File: src/rtl/sensor_level_encoder_pkg.sv
// Shared types, default thresholds and the quantizer for the sensor level front-end.
package sensor_pkg;
  typedef enum logic [1:0] {CH_RAIN = 2'd0, CH_SEIS = 2'd1, CH_WIND = 2'd2, CH_LEVEL = 2'd3} channel_e;
  typedef logic [1:0] level_t;

  localparam int NUM_CH       = 4;
  localparam int DEF_T1       = 64;
  localparam int DEF_T2       = 128;
  localparam int DEF_T3       = 192;
  localparam int DEF_HYST     = 4;
  localparam int DEF_DEBOUNCE = 3;

  function automatic int sat_sub(input int a, input int b);
    return (a > b) ? a - b : 0;
  endfunction

  // A sample equal to a threshold belongs to the upper level.
  function automatic level_t quantize(input int x, input int t1, input int t2, input int t3);
    if (x < t1)      return 2'd0;
    else if (x < t2) return 2'd1;
    else if (x < t3) return 2'd2;
    else             return 2'd3;
  endfunction
endpackage

File: src/rtl/sensor_level_encoder_channel_debounce.sv
// One channel's committed level plus its pending-candidate debounce counter.
module channel_debounce
  import sensor_pkg::*;
#(
  parameter int DEBOUNCE = DEF_DEBOUNCE
) (
  input  logic   clk,
  input  logic   rst_n,
  input  logic   en,
  input  level_t k,
  output level_t c,
  output logic   commit
);
  localparam int CNT_W = $clog2(DEBOUNCE + 1);

  level_t           c_q, c_d, pend_q, pend_d;
  logic [CNT_W-1:0] cnt_q, cnt_d, cnt_nxt;

  always_comb begin
    c_d     = c_q;
    pend_d  = pend_q;
    cnt_d   = cnt_q;
    cnt_nxt = cnt_q;
    commit  = 1'b0;
    if (en) begin
      if (k == c_q) begin
        cnt_d = '0;
      end else begin
        // A run only continues if it is already live for the same candidate.
        if (k == pend_q && cnt_q != '0) begin
          cnt_nxt = cnt_q + 1'b1;
        end else begin
          pend_d  = k;
          cnt_nxt = CNT_W'(1);
        end
        if (cnt_nxt == CNT_W'(DEBOUNCE)) begin
          c_d    = k;
          cnt_d  = '0;
          commit = 1'b1;
        end else begin
          cnt_d = cnt_nxt;
        end
      end
    end
  end

  always_ff @(posedge clk or negedge rst_n) begin
    if (!rst_n) begin
      c_q    <= '0;
      pend_q <= '0;
      cnt_q  <= '0;
    end else begin
      c_q    <= c_d;
      pend_q <= pend_d;
      cnt_q  <= cnt_d;
    end
  end

  assign c = c_q;
endmodule

File: src/rtl/sensor_level_encoder.sv
// Quantizes raw per-channel samples with hysteresis and debounces them into 2-bit severity levels.
module sensor_level_encoder
  import sensor_pkg::*;
#(
  parameter int DATA_W   = 8,
  parameter int T1       = DEF_T1,
  parameter int T2       = DEF_T2,
  parameter int T3       = DEF_T3,
  parameter int HYST     = DEF_HYST,
  parameter int DEBOUNCE = DEF_DEBOUNCE
) (
  input  logic              clk,
  input  logic              rst_n,
  input  logic              in_valid,
  output logic              in_ready,
  input  logic [1:0]        in_ch,
  input  logic [DATA_W-1:0] in_data,
  input  logic              hold,
  output logic              r1, r0, s1, s0, w1, w0, l1, l0,
  output logic              changed,
  output logic [1:0]        changed_ch
);
  localparam int D1 = sat_sub(T1, HYST);
  localparam int D2 = sat_sub(T2, HYST);
  localparam int D3 = sat_sub(T3, HYST);

  logic              s_valid_q, s_valid_d;
  logic [1:0]        s_ch_q, s_ch_d;
  logic [DATA_W-1:0] s_data_q, s_data_d;
  logic              changed_q, changed_d;
  logic [1:0]        changed_ch_q, changed_ch_d;

  logic [NUM_CH-1:0][1:0] lvl;
  logic [NUM_CH-1:0]      commit;
  level_t                 u, d, c_sel, k;

  assign in_ready = ~hold;

  always_comb begin
    s_valid_d = in_valid & in_ready;
    s_ch_d    = s_valid_d ? in_ch : s_ch_q;
    s_data_d  = s_valid_d ? in_data : s_data_q;
  end

  // Upward moves use the nominal thresholds, downward moves the lowered ones.
  always_comb begin
    u     = quantize(int'(s_data_q), T1, T2, T3);
    d     = quantize(int'(s_data_q), D1, D2, D3);
    c_sel = lvl[s_ch_q];
    if (u > c_sel)      k = u;
    else if (d < c_sel) k = d;
    else                k = c_sel;
  end

  for (genvar i = 0; i < NUM_CH; i++) begin : g_ch
    channel_debounce #(.DEBOUNCE(DEBOUNCE)) u_deb (
      .clk    (clk),
      .rst_n  (rst_n),
      .en     (s_valid_q && (s_ch_q == 2'(i))),
      .k      (k),
      .c      (lvl[i]),
      .commit (commit[i])
    );
  end

  always_comb begin
    changed_d    = |commit;
    changed_ch_d = (|commit) ? s_ch_q : changed_ch_q;
  end

  always_ff @(posedge clk or negedge rst_n) begin
    if (!rst_n) begin
      s_valid_q    <= 1'b0;
      s_ch_q       <= '0;
      s_data_q     <= '0;
      changed_q    <= 1'b0;
      changed_ch_q <= '0;
    end else begin
      s_valid_q    <= s_valid_d;
      s_ch_q       <= s_ch_d;
      s_data_q     <= s_data_d;
      changed_q    <= changed_d;
      changed_ch_q <= changed_ch_d;
    end
  end

  assign {r1, r0}   = lvl[CH_RAIN];
  assign {s1, s0}   = lvl[CH_SEIS];
  assign {w1, w0}   = lvl[CH_WIND];
  assign {l1, l0}   = lvl[CH_LEVEL];
  assign changed    = changed_q;
  assign changed_ch = changed_ch_q;
endmodule

File: config.mk
export PLATFORM = sky130hd
export DESIGN_NAME = sensor_level_encoder
export DESIGN_NICKNAME = d
export VERILOG_FILES = /design/src/rtl/sensor_level_encoder_pkg.sv /design/src/rtl/sensor_level_encoder_channel_debounce.sv /design/src/rtl/sensor_level_encoder.sv
export SDC_FILE = /design/constraint.sdc
export NUM_CORES = 1
export LEC_CHECK = 0
export CORE_MARGIN = 4
export CORE_UTILIZATION = 68
export DETAILED_ROUTE_END_ITERATION = 10
export DONT_BUFFER_PORTS = 1
export PLACE_DENSITY = 0.85
export REMOVE_ABC_BUFFERS = 1
export SLEW_MARGIN = 10
export SYNTH_ARGS = -nofsm -noshare
export SYNTH_HDL_FRONTEND = slang
export SYNTH_SLANG_ARGS = --single-unit
export TNS_END_PERCENT = 1
File: constraint.sdc
create_clock -name clk -period 5.7 [get_ports clk]
set_input_delay 0.57 -clock clk [delete_from_list [all_inputs] [get_ports clk]]
set_output_delay 0.57 -clock clk [all_outputs]
set_load 0.01 [all_outputs]
Word level (Yosys, flattened, before mapping)
Index checks and enable logic that the tools add are counted.
{"block": "totals", "reg_bits": 38, "latchBits": 0, "ram_bits": 0, "mem_bits_ro": 0, "in_bits": 14, "output_inout_bits": 12, "n_memories": 0}
{"block": "classes", "addsub": 4, "mul": 0, "div_mod_pow": 0, "magnitude_cmp": 9, "n_eq_ne": 15, "n_shift": 0, "mux": 42, "n_bitwise": 10, "n_reduce_logical": 22}
{"op": "2-to-1 mux 2 bit", "count": 27}
{"op": "less-than comparator 8 bit (second input constant)", "count": 3}
{"op": "AND reduction 3 bit", "count": 8}
{"op": "== test 2 bit", "count": 8}
{"op": "less-than comparator 8 x 7 -> 1 bit (second input constant)", "count": 2}
{"op": "2-to-1 mux 1 bit", "count": 14}
{"op": "== test 2 bit (second input constant)", "count": 6}
{"op": "NOT 1 bit", "count": 9}
{"op": "adder 2 x 1 -> 2 bit (second input constant)", "count": 4}
{"op": "logical AND 1 bit", "count": 8}
{"op": "less-than comparator 8 x 6 -> 1 bit (second input constant)", "count": 1}
{"op": "nonzero test 2 bit", "count": 4}
{"op": "binary-select mux 2 bit (select 2 bit)", "count": 1}
{"op": "OR reduction 4 bit", "count": 1}
{"op": "less-than comparator 2 x 3 -> 1 bit (second input constant)", "count": 1}
{"op": "== test 2 x 1 -> 1 bit (second input constant)", "count": 1}
{"op": "greater-than comparator 2 bit", "count": 1}
{"op": "zero test 2 bit", "count": 1}
{"op": "less-than comparator 2 bit", "count": 1}
{"op": "AND 1 bit", "count": 1}

Logic depth before layout (Yosys ltp)
{"block": "depth", "word_depth": 17, "ltp_mapped": 15, "depth_no_buf": 11}

Modules after synthesis
From an unflattened synthesis, not the netlist that was laid out.
{"block": "hier_totals", "hier_cells": 166, "hier_area_um2": 1999.4}
{"module": "channel_debounce", "instances": 4, "cells_per_inst": 28, "area_each_um2": 330.3, "seq_area_each_um2": 150.1}
{"module": "sensor_level_encoder", "instances": 1, "cells_per_inst": 54, "area_each_um2": 678.2, "seq_area_each_um2": 300.3}

Least setup slack after synthesis
Ideal clock, no wire load.
{"block": "synth_path", "kind": "register to register", "start": "register s_ch_q[1]", "end": "register changed_ch_q[0], in the netlist changed_ch[0]", "t_arrival_ns": 3.097, "slack_ns": 2.478, "stages_incl_launch_ff": 16, "n_path_buf": 4, "cell_sequence": "dfrtp_1 > buf_4 > mux4_2 > inv_1 > ha_1 > nor2b_4 > o21a_1 > buf_6 > mux2_2 > buf_6 > buf_6 > xnor2_1 > o211a_1 > nand4_4 > nand4_2 > mux2_4"}
{"block": "synth_via", "elab_chain_cells": 15, "word_cells_on_any_way": 55, "cone_classes": "order compare (2); eq/ne (15); mux (28); reduce/logical (10)"}
{"item": "start: declaration", "line": "sensor_level_encoder.sv:28", "text": "logic [1:0] s_ch_q, s_ch_d;"}
{"item": "start signal: assignment", "line": "sensor_level_encoder.sv:80", "text": "s_ch_q <= s_ch_d;"}
{"item": "binary-select mux 2 bit (select 2 bit)", "line": "sensor_level_encoder.sv:49", "text": "c_sel = lvl[s_ch_q];"}
{"item": "2-to-1 mux 2 bit (implied by the code)", "line": "sensor_level_encoder.sv:49"}
{"item": "less-than comparator 2 bit", "line": "sensor_level_encoder.sv:51", "text": "else if (d < c_sel) k = d;"}
{"item": "2-to-1 mux 2 bit", "line": "sensor_level_encoder.sv:51"}
{"item": "2-to-1 mux 2 bit", "line": "sensor_level_encoder.sv:50", "text": "if (u > c_sel) k = u;"}
{"item": "== test 2 bit", "line": "sensor_level_encoder_channel_debounce.sv:30", "text": "if (k == pend_q && cnt_q != '0) begin"}
{"item": "logical AND 1 bit", "line": "sensor_level_encoder_channel_debounce.sv:30"}
{"item": "2-to-1 mux 2 bit", "line": "sensor_level_encoder_channel_debounce.sv:30"}
{"item": "2-to-1 mux 2 bit", "line": "sensor_level_encoder_channel_debounce.sv:26", "text": "if (k == c_q) begin"}
{"item": "2-to-1 mux 2 bit", "line": "sensor_level_encoder_channel_debounce.sv:25", "text": "if (en) begin"}
{"item": "== test 2 bit", "line": "sensor_level_encoder_channel_debounce.sv:36", "text": "if (cnt_nxt == CNT_W'(DEBOUNCE)) begin"}
{"item": "2-to-1 mux 1 bit", "line": "sensor_level_encoder_channel_debounce.sv:36"}
{"item": "2-to-1 mux 1 bit", "line": "sensor_level_encoder_channel_debounce.sv:26"}
{"item": "2-to-1 mux 1 bit", "line": "sensor_level_encoder_channel_debounce.sv:25"}
{"item": "OR reduction 4 bit (*)"}
{"item": "via changed_d", "line": "sensor_level_encoder.sv:30", "text": "logic changed_q, changed_d;"}
{"item": "end signal: assignment", "line": "sensor_level_encoder.sv:83", "text": "changed_ch_q <= changed_ch_d;"}
{"item": "end: declaration", "line": "sensor_level_encoder.sv:31", "text": "logic [1:0] changed_ch_q, changed_ch_d;"}
Mark *: on every way through the listed nets, which the timed path passes. The rest lies on a longest branch. The select of a mux whose other input is x is not followed.
A chain may end at the register's enable or synchronous reset.

Worst setup path after layout
Ends and elaborated chain as after synthesis.

==> results.cfg <==
[run_status]
status = finished clean

[synth]
ys_seq_area_share_pct = 42.2
synth_cell_types = 36
synth_seq_cells = 36
synth-main-ff-cell = dfrtp_1
avgSynthCellArea_um2 = 12.3
async_flop_share_pct = 100
netlist_area_um2 = 2130
synth_edf_count = 0
syn_inst = 173
yosysWarnings = 0

[timing]
max_freq_mhz = 251
finalSetupTns_ps = 0
slew-limit-headroom_pct = 54.6
rsz0062_at_grt = no
period_share_pct = 69.8
slew_violations = 0
finClkSkew_ps = 18.0
finalHoldViolCount = 0
setup_violations = 0
min_period_ps = 3980
tightest_slew_ps = 681

[final_layout]
layout_common_cells = 36 x dfrtp_1, 25 x mux2_2, 14 x xnor2_1
multi_input_area_um2 = 1110
mostFrequentLayoutCell = dfrtp_1
instances_no_fill = 216
regArea_um2 = 901
final_cell_area_um2 = 2170
antenna_cells_inserted = 0
drive_gt1_share_pct = 29.7
finalNetCount = 194
syn_to_final_growth_pct = 1.82
n_fill_cell = 230

[cts]
cts_hold_buf = 1
numClockSinks = 36
path_clk_slew_ps = 110
clock_latency_ps = 330
postCtsSetupRepairBufs = 0
cts_tree = built
cts_resized = 0
cts.path.max_buffers = 2
htree_levels = 2
numCtsBuffers = 5
cts-root-buf = clkbuf_4

[worst_setup_path]
path_class = register to register
crit_path_max_incr_delay_ps = 690
cp_data_required_time_ps = 5920
worstPathArrival_ps = 4200
crit_path_max_fanout = 12
critPathCaptureType = register
cp-start-kind = register
crit_slowest_cell = o31ai_4
crit_chain = mux4_2, inv_1, ha_1, nor2b_4, o21a_1, o31ai_4, xnor2_1, a21oi_2, nand4_1, nand4_2, mux2_4

[power]
vdd_drop_max_mv = 0.223
power_density_nw_per_um2 = 365
p_seq_share_pct = 46.8
clock_power_share_pct = 15.6
power_mw = 0.793
power_switching_mw = 0.291
combPwrFrac_pct = 37.6
internal_power_mw = 0.502
power_leakage_nw = 0.956
sw_frac_of_total_pct = 36.7

[drt]
wl_per_cell_um = 17.0
route.antenna.remaining_nets = 0
drt_iter0_markers = 70
drc = 0
routed_via_density = 6.02
routed_wl_mm = 3.68
drt_pass1_iterations = 4
num_vias = 1300

[grt]
antenna_found_initial = 0
grt_remaining_overflow = 0
gr-usage-all-layers_pct = 20.9
grt_pass1_wl_mm = 6.64
grt_start_max_net_pins = 37
grt_pass1_vias = 1430

[floorplan]
coreArea_um2 = 3030
dieArea_um2 = 4100
pin_count = 26
die_h_um = 64.0
die_w_um = 64.0
initial_core_util_pct = 70.5
rows = 20

[place]
placed_area_um2 = 2110
hpwl_mm = 2.78
port_buffers = 0
dp.cells = 208
gp_congestion = 0.774

[hold_path]
hp-class = primary input to asynchronous set/reset pin

[job]
maxCapViolations = 0
==> per-layer routing <==
| layer | wire length, µm | track usage, % |
|---|---|---|
| met1 | 1570 | 23.9 |
| met2 | 1850 | 36.4 |
| met3 | 219 | 6.68 |
| met4 | 42 | 7.82 |
| met5 | 0 | 0 |
==> layout make-up <==
class | instances | area share [%]
multi-input cells | 116 | 50.9
well taps | 44 | 2.53
inverters | 12 | 2.07
flip-flops and latches | 36 | 41.5
clock buffers | 6 | 1.90
repair buffers | 1 | 0.921
clock inverters | 1 | 0.230
==> flip-flops by register name (all words and copies together), names as in the netlist <==
register           count
g_ch.u_deb.cnt_q       8
s_valid_q              1
s_data_q               6
changed                1
s_ch_q                 2
g_ch.u_deb.c           8
g_ch.u_deb.pend_q      8
changed_ch             2
==> cells in the mapped netlist (2+ instances only) <==
| library cell | n | area (µm²) |
|---|---|---|
| xnor2_2 | 2 | 32.5 |
| o211a_1 | 4 | 40.0 |
| inv_1 | 12 | 45.0 |
| clkbuf_1 | 2 | 7.51 |
| nand3b_1 | 2 | 15.0 |
| mux2_2 | 25 | 282 |
| nand4_4 | 2 | 42.5 |
| a22o_1 | 4 | 35.0 |
| xnor2_1 | 14 | 123 |
| buf_6 | 6 | 67.6 |
| a21oi_1 | 4 | 20.0 |
| xor2_1 | 4 | 35.0 |
| o21ai_0 | 10 | 50.1 |
| nand3_1 | 5 | 25.0 |
| o211ai_1 | 2 | 15.0 |
| ha_1 | 8 | 100 |
| nand4_1 | 2 | 12.5 |
| a21oi_2 | 2 | 17.5 |
| dfrtp_1 | 36 | 901 |
| o21bai_1 | 2 | 15.0 |
| nand4_2 | 2 | 25.0 |
| nand2_1 | 6 | 22.5 |
| a21oi_4 | 2 | 32.5 |
| mux2_4 | 3 | 45.0 |
==> stage by stage <==
| step | setup WS, ps | util, % | hold WS, ps |
|---|---|---|---|
| floorplan | 2350 | - | 274 |
| global placement | 1900 | 69.6 | 275 |
| detailed placement | 1740 | 69.6 | 275 |
| CTS | 1730 | 71.8 | 57.8 |
| global route | 1490 | 71.8 | 55.4 |
| finish | 1720 | 71.8 | 48.3 |
==> path summary, 6_finish.rpt <==
check	start	to	slack, ps	depth (start not counted)
min in group clk	in_data[6]	s_data_q[6]	380	2
max in group asynchronous	rst_n	g_ch[0].u_deb.pend_q[0]	5450	1
hold reg to reg	g_ch[3].u_deb.cnt_q[1]	g_ch[3].u_deb.cnt_q[1]	490	2
setup / recovery	s_ch_q[1]	changed_ch[0]	1720	11
setup reg to reg	s_ch_q[1]	changed_ch[0]	1720	11
hold / removal	rst_n	g_ch[0].u_deb.cnt_q[1]	50	1
==> power by group through the flow <==
stage | clock network, mW | logic [mW] | registers (mW)
after detailed placement | 0 | 0.292 | 0.376
after CTS | 0.127 | 0.301 | 0.371
after global placement | 0 | 0.275 | 0.371
after floorplan | 0 | 0.250 | 0.361
after global routing | 0.139 | 0.333 | 0.380
final | 0.124 | 0.298 | 0.371
==> logic make-up (layout without fill, tap and decap cells) <==
| kind of cell | Yosys count | in the layout | share of synthesized area [%] |
|---|---|---|---|
| muxes | 30 | 30 | 16.9 |
| AOI/OAI and AO/OA | 33 | 33 | 12.5 |
| and+or+nand+nor | 25 | 25 | 8.85 |
| xor gates and xnor gates | 20 | 20 | 8.91 |
| adders and majority gates | 8 | 8 | 4.69 |
| DFF | 36 | 36 | 42.2 |
| buffers and inverters | 21 | 20 | 5.98 |
==> worst max-delay path, delay by kind of cell, from the launching register on <==
family                     cells  cell delay (ps)
and+or+nand+nor                3              600
buffers and inverters          1              120
xor gates and xnor gates       1              160
adders and majority gates      1              250
DFF                            1              540
muxes                          2              900
AOI/OAI and AO/OA              3             1290
Power figures use the tool's default switching activity.
